--- src/rtl/clk_ratio_meter_pkg.sv ---
// ============================================================================
// Module      : clk_ratio_meter_pkg
// Description : Shared types and helpers for the clock ratio meter.
// Revision    : 1.0 - initial release
// ============================================================================
`default_nettype none

package clk_ratio_meter_pkg;

    typedef enum logic [1:0] {
        WAIT_FIRST = 2'd0,
        MEASURE    = 2'd1,
        LOCKED     = 2'd2
    } state_t;

    // Wide enough for any CNT_W up to 32 plus one guard bit
    localparam int c_DIFF_W = 33;

    function automatic logic [c_DIFF_W-1:0] abs_diff(
        input logic [c_DIFF_W-1:0] a,
        input logic [c_DIFF_W-1:0] b
    );
        return (a >= b) ? (a - b) : (b - a);
    endfunction

endpackage

`default_nettype wire

--- src/rtl/sync_edge_det.sv ---
// ============================================================================
// Module      : sync_edge_det
// Description : Three-flop synchronizer with rising-edge detect.
// Revision    : 1.0 - initial release
// ============================================================================
`default_nettype none

module sync_edge_det (
    input  logic clk,
    input  logic rst_n,
    input  logic async_in,
    output logic sync_out,
    output logic rise
);

    logic r_s1;
    logic r_s2;
    logic r_s3;

    always_ff @(posedge clk or negedge rst_n) begin
        if (!rst_n) begin
            r_s1 <= 1'b0;
            r_s2 <= 1'b0;
            r_s3 <= 1'b0;
        end else begin
            r_s1 <= async_in;
            r_s2 <= r_s1;
            r_s3 <= r_s2;
        end
    end

    assign sync_out = r_s2;
    assign rise     = r_s2 & ~r_s3;

endmodule

`default_nettype wire

--- src/rtl/clk_ratio_meter.sv ---
// ============================================================================
// Module      : clk_ratio_meter
// Description : Measures period/high time of a slow signal in clk cycles,
//               with lock and edge-loss detection.
// Revision    : 1.0 - initial release
// ============================================================================
`default_nettype none

module clk_ratio_meter
    import clk_ratio_meter_pkg::*;
#(
    parameter int CNT_W      = 16,
    parameter int TIMEOUT    = 1000,
    parameter int LOCK_COUNT = 4,
    parameter int TOL        = 0
) (
    input  logic             clk,
    input  logic             rst_n,
    input  logic             en,
    input  logic             clear,
    input  logic             sig_in,
    output logic [CNT_W-1:0] period_out,
    output logic [CNT_W-1:0] high_out,
    output logic             meas_valid,
    output logic             locked,
    output logic             timeout
);

    localparam logic [CNT_W-1:0]    c_ONE     = CNT_W'(1);
    localparam logic [CNT_W-1:0]    c_TO_LAST = CNT_W'(TIMEOUT - 1);
    localparam logic [3:0]          c_LOCK    = 4'(LOCK_COUNT);
    localparam logic [c_DIFF_W-1:0] c_TOL     = c_DIFF_W'(TOL);
    localparam int                  c_PAD     = c_DIFF_W - CNT_W;

    logic w_sync;
    logic w_rise;

    sync_edge_det u_sync (
        .clk      (clk),
        .rst_n    (rst_n),
        .async_in (sig_in),
        .sync_out (w_sync),
        .rise     (w_rise)
    );

    state_t           r_state,     w_state_nxt;
    logic [CNT_W-1:0] r_cnt,       w_cnt_nxt;
    logic [CNT_W-1:0] r_hcnt,      w_hcnt_nxt;
    logic [CNT_W-1:0] r_cap_p,     w_cap_p_nxt;
    logic [CNT_W-1:0] r_cap_h,     w_cap_h_nxt;
    logic             r_pend,      w_pend_nxt;
    logic             r_have_prev, w_have_prev_nxt;
    logic [3:0]       r_match,     w_match_nxt;
    logic [CNT_W-1:0] r_period,    w_period_nxt;
    logic [CNT_W-1:0] r_high,      w_high_nxt;
    logic             r_valid,     w_valid_nxt;
    logic             r_locked,    w_locked_nxt;
    logic             r_timeout,   w_timeout_nxt;

    logic [c_DIFF_W-1:0] w_diff;
    logic [3:0]          w_match_inc;

    // r_period doubles as the previous stored period for the lock compare
    assign w_diff      = abs_diff({{c_PAD{1'b0}}, r_cap_p}, {{c_PAD{1'b0}}, r_period});
    assign w_match_inc = (r_match >= c_LOCK) ? c_LOCK : r_match + 4'd1;

    always_comb begin
        w_state_nxt     = r_state;
        w_cnt_nxt       = r_cnt;
        w_hcnt_nxt      = r_hcnt;
        w_cap_p_nxt     = r_cap_p;
        w_cap_h_nxt     = r_cap_h;
        w_pend_nxt      = 1'b0;
        w_have_prev_nxt = r_have_prev;
        w_match_nxt     = r_match;
        w_period_nxt    = r_period;
        w_high_nxt      = r_high;
        w_valid_nxt     = 1'b0;
        w_locked_nxt    = r_locked;
        w_timeout_nxt   = 1'b0;

        if (clear) begin
            w_state_nxt     = WAIT_FIRST;
            w_cnt_nxt       = '0;
            w_hcnt_nxt      = '0;
            w_cap_p_nxt     = '0;
            w_cap_h_nxt     = '0;
            w_have_prev_nxt = 1'b0;
            w_match_nxt     = '0;
            w_period_nxt    = '0;
            w_high_nxt      = '0;
            w_locked_nxt    = 1'b0;
        end else if (!en) begin
            w_state_nxt     = WAIT_FIRST;
            w_cnt_nxt       = '0;
            w_hcnt_nxt      = '0;
            w_have_prev_nxt = 1'b0;
            w_match_nxt     = '0;
            w_locked_nxt    = 1'b0;
        end else begin
            // Second stage of a measurement: publish and run the lock compare
            if (r_pend) begin
                w_valid_nxt     = 1'b1;
                w_period_nxt    = r_cap_p;
                w_high_nxt      = r_cap_h;
                w_have_prev_nxt = 1'b1;
                if (!r_have_prev) begin
                    w_match_nxt = '0;
                end else if (w_diff <= c_TOL) begin
                    w_match_nxt = w_match_inc;
                    if (w_match_inc == c_LOCK) begin
                        w_locked_nxt = 1'b1;
                        w_state_nxt  = LOCKED;
                    end
                end else begin
                    w_match_nxt  = '0;
                    w_locked_nxt = 1'b0;
                    w_state_nxt  = MEASURE;
                end
            end

            case (r_state)
                WAIT_FIRST: begin
                    if (w_rise) begin
                        w_cnt_nxt   = '0;
                        w_hcnt_nxt  = c_ONE;
                        w_state_nxt = MEASURE;
                    end
                end
                MEASURE, LOCKED: begin
                    if (w_rise) begin
                        w_cap_p_nxt = r_cnt + c_ONE;
                        w_cap_h_nxt = r_hcnt;
                        w_pend_nxt  = 1'b1;
                        w_cnt_nxt   = '0;
                        w_hcnt_nxt  = c_ONE;
                    end else if (r_cnt == c_TO_LAST) begin
                        w_timeout_nxt   = 1'b1;
                        w_locked_nxt    = 1'b0;
                        w_match_nxt     = '0;
                        w_have_prev_nxt = 1'b0;
                        w_cnt_nxt       = '0;
                        w_hcnt_nxt      = '0;
                        w_state_nxt     = WAIT_FIRST;
                    end else begin
                        w_cnt_nxt  = r_cnt + c_ONE;
                        w_hcnt_nxt = r_hcnt + {{(CNT_W-1){1'b0}}, w_sync};
                    end
                end
                default: begin
                    w_state_nxt = WAIT_FIRST;
                    w_cnt_nxt   = '0;
                    w_hcnt_nxt  = '0;
                end
            endcase
        end
    end

    always_ff @(posedge clk or negedge rst_n) begin
        if (!rst_n) begin
            r_state     <= WAIT_FIRST;
            r_cnt       <= '0;
            r_hcnt      <= '0;
            r_cap_p     <= '0;
            r_cap_h     <= '0;
            r_pend      <= 1'b0;
            r_have_prev <= 1'b0;
            r_match     <= '0;
            r_period    <= '0;
            r_high      <= '0;
            r_valid     <= 1'b0;
            r_locked    <= 1'b0;
            r_timeout   <= 1'b0;
        end else begin
            r_state     <= w_state_nxt;
            r_cnt       <= w_cnt_nxt;
            r_hcnt      <= w_hcnt_nxt;
            r_cap_p     <= w_cap_p_nxt;
            r_cap_h     <= w_cap_h_nxt;
            r_pend      <= w_pend_nxt;
            r_have_prev <= w_have_prev_nxt;
            r_match     <= w_match_nxt;
            r_period    <= w_period_nxt;
            r_high      <= w_high_nxt;
            r_valid     <= w_valid_nxt;
            r_locked    <= w_locked_nxt;
            r_timeout   <= w_timeout_nxt;
        end
    end

    assign period_out = r_period;
    assign high_out   = r_high;
    assign meas_valid = r_valid;
    assign locked     = r_locked;
    assign timeout    = r_timeout;

endmodule

`default_nettype wire
--- config.mk ---
export PLATFORM = sky130hd
export DESIGN_NAME = clk_ratio_meter
export DESIGN_NICKNAME = d
export VERILOG_FILES = /design/src/rtl/clk_ratio_meter_pkg.sv /design/src/rtl/sync_edge_det.sv /design/src/rtl/clk_ratio_meter.sv
export SDC_FILE = /design/constraint.sdc
export NUM_CORES = 1
export LEC_CHECK = 0
export BUFFER_PORTS_ARGS = -buffer_cell sky130_fd_sc_hd__buf_2
export CELL_PAD_IN_SITES_DETAIL_PLACEMENT = 0
export CELL_PAD_IN_SITES_GLOBAL_PLACEMENT = 1
export CORE_MARGIN = 2
export CORE_UTILIZATION = 25
export CTS_BUF_LIST = sky130_fd_sc_hd__clkbuf_8
export DETAILED_ROUTE_END_ITERATION = 16
export PLACE_DENSITY_LB_ADDON = 0.05
export SLEW_MARGIN = 30
export SYNTH_ARGS = -nofsm -noshare
export SYNTH_HDL_FRONTEND = slang
export SYNTH_HIERARCHICAL = 1
export SYNTH_SLANG_ARGS = --single-unit
--- constraint.sdc ---
create_clock -name clk -period 4.02 [get_ports clk]
set_input_delay 0.603 -clock clk [delete_from_list [all_inputs] [get_ports clk]]
set_output_delay 0.603 -clock clk [all_outputs]
set_load 0.02 [all_outputs]
==> results of run 1 <==
-- routing by layer --
metal / vias to the layer above / share of wire / wire length (um)
met5: - / 0 / 0
met4: 0 / 0.026 / 504
met3: 28 / 0.022 / 415
met2: 94 / 0.45 / 8640
met1: 2535 / 0.50 / 9490
li1: 2584 / - / -
-- state kept, by name, indices dropped and copies added (netlist names), 2 cells and up --
| name | cells |
|---|---|
| r_cnt | 16 |
| r_state | 2 |
| high_out | 16 |
| period_out | 16 |
| r_cap_h | 16 |
| r_match | 4 |
| r_hcnt | 16 |
| r_cap_p | 16 |
-- power by group --
group	internal [mW]	leakage, nW	total (mW)	switching [mW]
sequential	1.11	1.53	1.11	0.00184
combinational	0.0171	1.70	0.0776	0.0606
clock	0.246	0.101	0.700	0.453
total	1.37	3.33	1.89	0.516
-- through the flow --
stage	power (mW)	area [um^2]	setup WS (ns)	cells	hold WS, ns
floorplan	1.17	6430	1.24	705	0.307
global placement	1.21	7010	0.608	1053	0.345
detailed placement	1.21	7020	0.681	1053	0.346
CTS	1.94	7210	0.668	1069	0.284
global route	1.99	7210	0.417	1069	0.285
finish	1.89	7210	0.679	1069	0.222
-- cell usage after synthesis, drive strengths merged, types with 3 or more instances --
master / n
dfrtp: 110
nand2: 97
o21ai: 87
a22o: 52
inv: 45
a21oi: 41
ha: 38
nor2: 30
clkbuf: 24
nand3: 24
and3: 20
xnor2: 14
xor2: 13
buf: 9
nor3: 8
nand4: 7
a21o: 6
nor4: 6
nand2b: 5
a2111oi: 4
a21boi: 4
and2: 4
nor2b: 4
o31ai: 4
or3: 4
a31oi: 3
nor3b: 3
nor4b: 3
o211ai: 3
o21a: 3
-- cell usage in the layout (no fill, tap or decap), types with 3 or more instances in the layout --
master | synthesis | routed
dfrtp_1 | 110 | 110
nand2_1 | 96 | 96
o21ai_0 | 81 | 81
a22o_1 | 52 | 52
inv_1 | 45 | 45
ha_1 | 38 | 38
buf_2 | 5 | 38
a21oi_1 | 38 | 37
nor2_1 | 30 | 29
nand3_1 | 24 | 24
and3_1 | 19 | 19
xnor2_1 | 14 | 14
xor2_1 | 13 | 13
buf_4 | 2 | 12
clkbuf_8 | 0 | 9
nor3_1 | 8 | 8
nand4_1 | 7 | 7
a21o_1 | 6 | 6
o21ai_1 | 6 | 6
nand2b_1 | 5 | 5
or3_1 | 4 | 4
nor4_1 | 4 | 4
o31ai_1 | 4 | 4
and2_1 | 3 | 3
o211ai_1 | 3 | 3
nor3b_1 | 3 | 3
o21a_1 | 3 | 3
nor4b_1 | 3 | 3
a21oi_2 | 2 | 3
a21boi_0 | 3 | 3
inv_6 | 0 | 3
-- area by class of cell --
class	instances	area (um^2)	share of cell area
Multi-Input combinational cell	516	3380	0.469
Sequential cell	110	2750	0.382
Tap cell	330	413	0.0573
Timing Repair Buffer	51	300	0.0416
Inverter	46	173	0.0239
Clock buffer	9	124	0.0172
Clock inverter	7	70.1	0.00972
-- worst min-delay path by stage --
stage	to	startpoint	cells past startpoint	slack, ns
after floorplan	high_out[0]	rst_n	0	0.31
after global placement	u_sync/sync_out	u_sync/r_s1	0	0.34
after detailed placement	u_sync/sync_out	u_sync/r_s1	0	0.35
after CTS	u_sync/r_s1	sig_in	1	0.28
after global routing	u_sync/r_s1	sig_in	1	0.28
final	r_cnt[2]	rst_n	2	0.22
-- cell families after synthesis --
group           after synthesis  synth area share
flops                       110             0.428
simple gates                221             0.169
fa+ha+maj                    38            0.0739
buf+inv                      79            0.0506
mux                           3           0.00486
xor+xnor                     27            0.0367
compound gates              227             0.237
-- worst max-delay path, stage by stage, from the launching register on --
cell,delay [ns]
dfrtp_1,0.42
inv_1,0.06
ha_1,0.53
and3_1,0.38
nand2_1,0.13
a21oi_2,0.26
nor4_2,0.11
or3_1,0.44
a2111oi_1,0.44
a32oi_2,0.22
a22o_1,0.26
==> metrics.txt, run 1 <==
met3 usage=0.0198; total negative slack=0 ns; Initial Util=0.255; Reg2Reg Depth=10; CP Launch Type=flip-flop; Die Ht=about 160 um; top-area cell type share of the netlist area=0.428; Avg WL per Cell=about 18 um; root buffer cell=clkbuf_8; Mapped Area=6430 um^2; Post-CTS Resized=0; final wirelength=19,100 um; Max Cap Viol=0; Seq/Total Area, Yosys=0.428; Synth Flop Type=dfrtp_1; unrepaired setup endpoints after global routing=false; first-pass GRT wire length=~31,000 um; Clock Latency Late Sink=0.40 ns; Slew headroom=0.480; global routing usage on met2=0.231; Ports=40; Synth area leaders=dfrtp_1, ha_1, a22o_1; Req. time, crit path=4.30 ns; cell row count=a little under 60; vias per inst=4.90; final worst-path cycle share=0.831; PortBufs=39; GR peak layer=met2; core area=25,300 um^2; Starting DRT DRC Count=roughly 310; final setup fails=0; Reg clk slew, reported paths=between 0.1 and 0.15 ns; EDFF count, synth=0; H-tree Lvls=3; Reg-to-Reg Start=period_out[7]; die area=~27,000 um^2; M1 GR Usage=0.206; #FFs+latches synth=110; CTS tree=yes; Synth Area per Inst=about 9.1 um^2; Yosys cell types=67; postcts setup bufs=0; nets=just under 800; Post-DRT Antenna Nets=0; Yosys Warn Count=6; HPWL after detailed placement=approximately 14,000 um; Final GP Congestion=just under 0.9; total congestion overflow=0; Post-CTS Hold Buffers=0; Syn Inst Count=between 700 and 800; Min Clock Period, post-route=approximately 3.3 ns; Pwr Density=between 200 and 300 nW/um^2; Critical Path Sink=r_state[0]; leading area contributor after synthesis=dfrtp_1; Final Hold Viols=0; Via Count=roughly 5,200; Fmax achieved=299 MHz; post-synthesis async set-or-reset flop share=1.00; FF-to-FF setup slack=approximately 0.68 ns; Num CTS Buffers=9; antenna diode count=0; drc violations=0; area delta synth->final=12.1%; status=complete, no violations; CP startpoint=period_out[7]; WP data arrival=3.63 ns; antenna violations before repair=0; largest net degree at the start of global routing=111; final core utilization=0.286; clock sinks=110; die width=roughly 160 um; share of cells above drive strength 1=0.116; clock skew=around 0.035 ns; vias in the first global route=between 5,000 and 6,000; syn nets=748; type of the worst min-delay path=in2async; fillcell total=about 2,700; Critical R2R Capture=r_state[0]; DRT Pass-1 Iters=5; Slew @ Worst Pin=about 0.8 ns; Peak VDD IR=roughly 0.15 mV; CP max FO=10; Lkg Pwr=around 3.3 nW; max-slew violation count=0; critical path class=reg2reg; Total GRT Usage=0.147; Max Root-Sink Buffers=2; critical path capture point type=flip-flop
Note: power is estimated with default switching activity, not from simulation.
==> run 2, diff against run 1 <==
clock period = 2.7 ns   (was 4.02 ns; I/O delays follow)
==> run 2 against run 1 <==
The run now ends with setup timing left. Final cell count increased by 10%. Final area increased by 16%. Sequential share of layout area decreased by 5.2 points. First-iteration DRC count decreased by 11%. Worst setup slack got worse by 0.72 ns. Wire length increased by 10%. Utilization increased by 4.6 points. Critical path depth unchanged. Combinational power increased by 71%.
==> metrics.txt, run 2 (synthesis gave the netlist of run 1 again) <==
GR peak layer=met2; Top delay family on crit path=compound AO/OA/AOI/OAI gates; Starting DRT DRC Count=277 (-11%); CP startpoint=period_out[2]; HPWL after detailed placement=15,600 um (+12%); max-slew violation count=0 (unchanged); share of cells above drive strength 1=0.274 (+0.158); vias per inst=4.84 (-1.4%); Final GP Congestion=0.851 (-4.5%); type of the worst min-delay path=in2reg; fillcell total=2,643 (-3.0%); first-pass GRT wire length=33,900 um (+11%); Avg WL per Cell=17.8 um (about the same); Sw Ratio=0.281 (+0.00801); logic gate share of total power=0.046 (+0.005); sequential share of power=0.578 (-0.010); Total GRT Usage=0.163 (+0.0156); Peak VDD IR=0.319 mV (+110%); nets=888 (+14%); Ports=40 (unchanged); Slew headroom=0.580 (+0.101); unrepaired setup endpoints after global routing=true; clock network power share=0.376 (+0.005); multi-input logic area=3670 um^2 (+8.6%); violated checks=setup timing; area delta synth->final=30.1%; FF+latch area=2760 um^2 (+0.14%); final setup fails=1 (+1); leading cell type in the layout, fill and taps excluded=buf_4; Max Root-Sink Buffers=2 (unchanged); antenna violations before repair=0 (unchanged); Pwr Density=342 nW/um^2 (+31%); cell row count=58 (unchanged); Req. time, crit path=2.98 ns (-1.32 ns); vias in the first global route=6,055 (+15%); internal power=2.06 mW (+50%); Final Hold Viols=0 (unchanged); root buffer cell=clkbuf_8; pre-CTS setup slack=-0.225 ns (-0.906 ns); met3 usage=0.0276 (+0.00779); largest net degree at the start of global routing=62 (-44%); final wirelength=21,000 um (+10%); Die Ht=164 um (unchanged); Reg clk slew, reported paths=0.14 ns (+0.02 ns); Clock Latency Late Sink=0.39 ns (about the same); area post-placement=7810 um^2 (+11%); Max Cap Viol=0 (unchanged); Slew @ Worst Pin=0.626 ns (-0.153 ns); Num CTS Buffers=9 (unchanged); CP max FO=6 (-4); Critical Path Max Stage Delay=0.43 ns (-0.10 ns); drc violations=0 (unchanged); clock skew=0.0176 ns (-0.0177 ns); H-tree Lvls=3 (unchanged); Fmax achieved=364 MHz (+22%); worst-path cell chain=inv_1 > ha_4 > and3_1 > o21ai_1 > a21oi_2 > nor4_4 > or3_1 > a2111oi_4 > a32oi_4 > a22o_1; CP Launch Type=flip-flop; WP data arrival=3.03 ns (-0.60 ns); core area=25,300 um^2 (unchanged); PortBufs=39 (unchanged); Post-DRT Antenna Nets=0 (unchanged); critical path buffer and inverter count=1 (unchanged); commonest non-fill, non-tap cells in the layout=buf_4, dfrtp_1, nand2_1; critical path capture point type=flip-flop; Min Clock Period, post-route=2.74 ns (-0.597 ns); antenna diode count=0 (unchanged); hold path startpoint=sig_in; slowest stage cell, crit path=dfrtp_2; switching power=0.805 mW (+56%); WHS Path Cells=1; Reg2Reg Depth=10 (unchanged); die area=27,000 um^2 (unchanged); Via Count=5,706 (+8.9%); die width=164 um (unchanged); DRT Pass-1 Iters=5 (unchanged); final worst slack=-0.0449 ns (-0.723 ns); Reg-to-Reg Start=period_out[2]; status=finished with violations; total congestion overflow=0 (unchanged); CTS tree=yes; total negative slack=-0.0449 ns (-0.0449 ns); global routing usage on met2=0.267 (+0.0363); Initial Util=0.255 (unchanged); M1 GR Usage=0.221 (+0.0143); hold_ws=0.117 ns (-0.105 ns); final worst-path cycle share=1.02 (+0.185); clock sinks=110 (unchanged); Lkg Pwr=3.94 nW (+18%); critical path class=reg2reg; final core utilization=0.331 (+0.0459); number of cells on the critical path=10 (unchanged); cell area after layout=8370 um^2 (+16%)
## run 2: changes by cell type in the layout (fill, tap and decap cells not counted), sizes merged
cell,before,now
buf,51,161
clkinv,3,5
dlygate4sd3,0,1
inv,50,48
## run 2: metrics by stage
| stage | total power [mW] | std cells |
|---|---|---|
| global placement | 1.82 | 1159 |
| CTS | 2.93 | 1178 |
| detailed placement | 1.82 | 1159 |
| global route | 3.01 | 1180 |
| finish | 2.86 | 1180 |
| floorplan | 1.73 | 705 |
## run 2: final cells by class
type	instances	share of cell area
multi-input combinational	516	0.438
tap	330	0.0493
inverter	46	0.0206
timing repair buffer	162	0.138
clock buffer	9	0.0148
sequential	110	0.329
clock inverter	7	0.00927
## run 2: final timing paths
kind	to	slack, ns
hold reg to reg	u_sync/sync_out	0.36
hold / removal	u_sync/r_s1	0.12
min in group asynchronous	r_cnt[0]	0.43
setup / recovery	r_state[0]	-0.04
max in group asynchronous	high_out[12]	1.47
setup reg to reg	r_state[0]	-0.04
## run 2: layer usage
metal,vias to the layer above,share of wire
met5,-,0
met4,0,0.019
met3,21,0.026
met2,81,0.47
met1,2807,0.48
li1,2797,-
## run 2: repair_timing
| item | 4_1_cts | 5_1_grt |
|---|---|---|
| hold buffers | 0 | 1 |
| buffers inserted | 3 | 0 |
| hold endpoints to repair | 0 | 16 |
| endpoints found under the setup margin | 6 | 6 |
| resized for setup | 37 | 17 |
| pin swaps | 7 | 13 |
## run 2: power groups by stage
| stage | clock network (mW) | registers [mW] | logic, mW |
|---|---|---|---|
| final | 1.08 | 1.65 | 0.133 |
| after CTS | 1.14 | 1.65 | 0.132 |
| after floorplan | 0 | 1.68 | 0.0500 |
| after global placement | 0 | 1.68 | 0.131 |
| after global routing | 1.21 | 1.65 | 0.152 |
| after detailed placement | 0 | 1.68 | 0.130 |
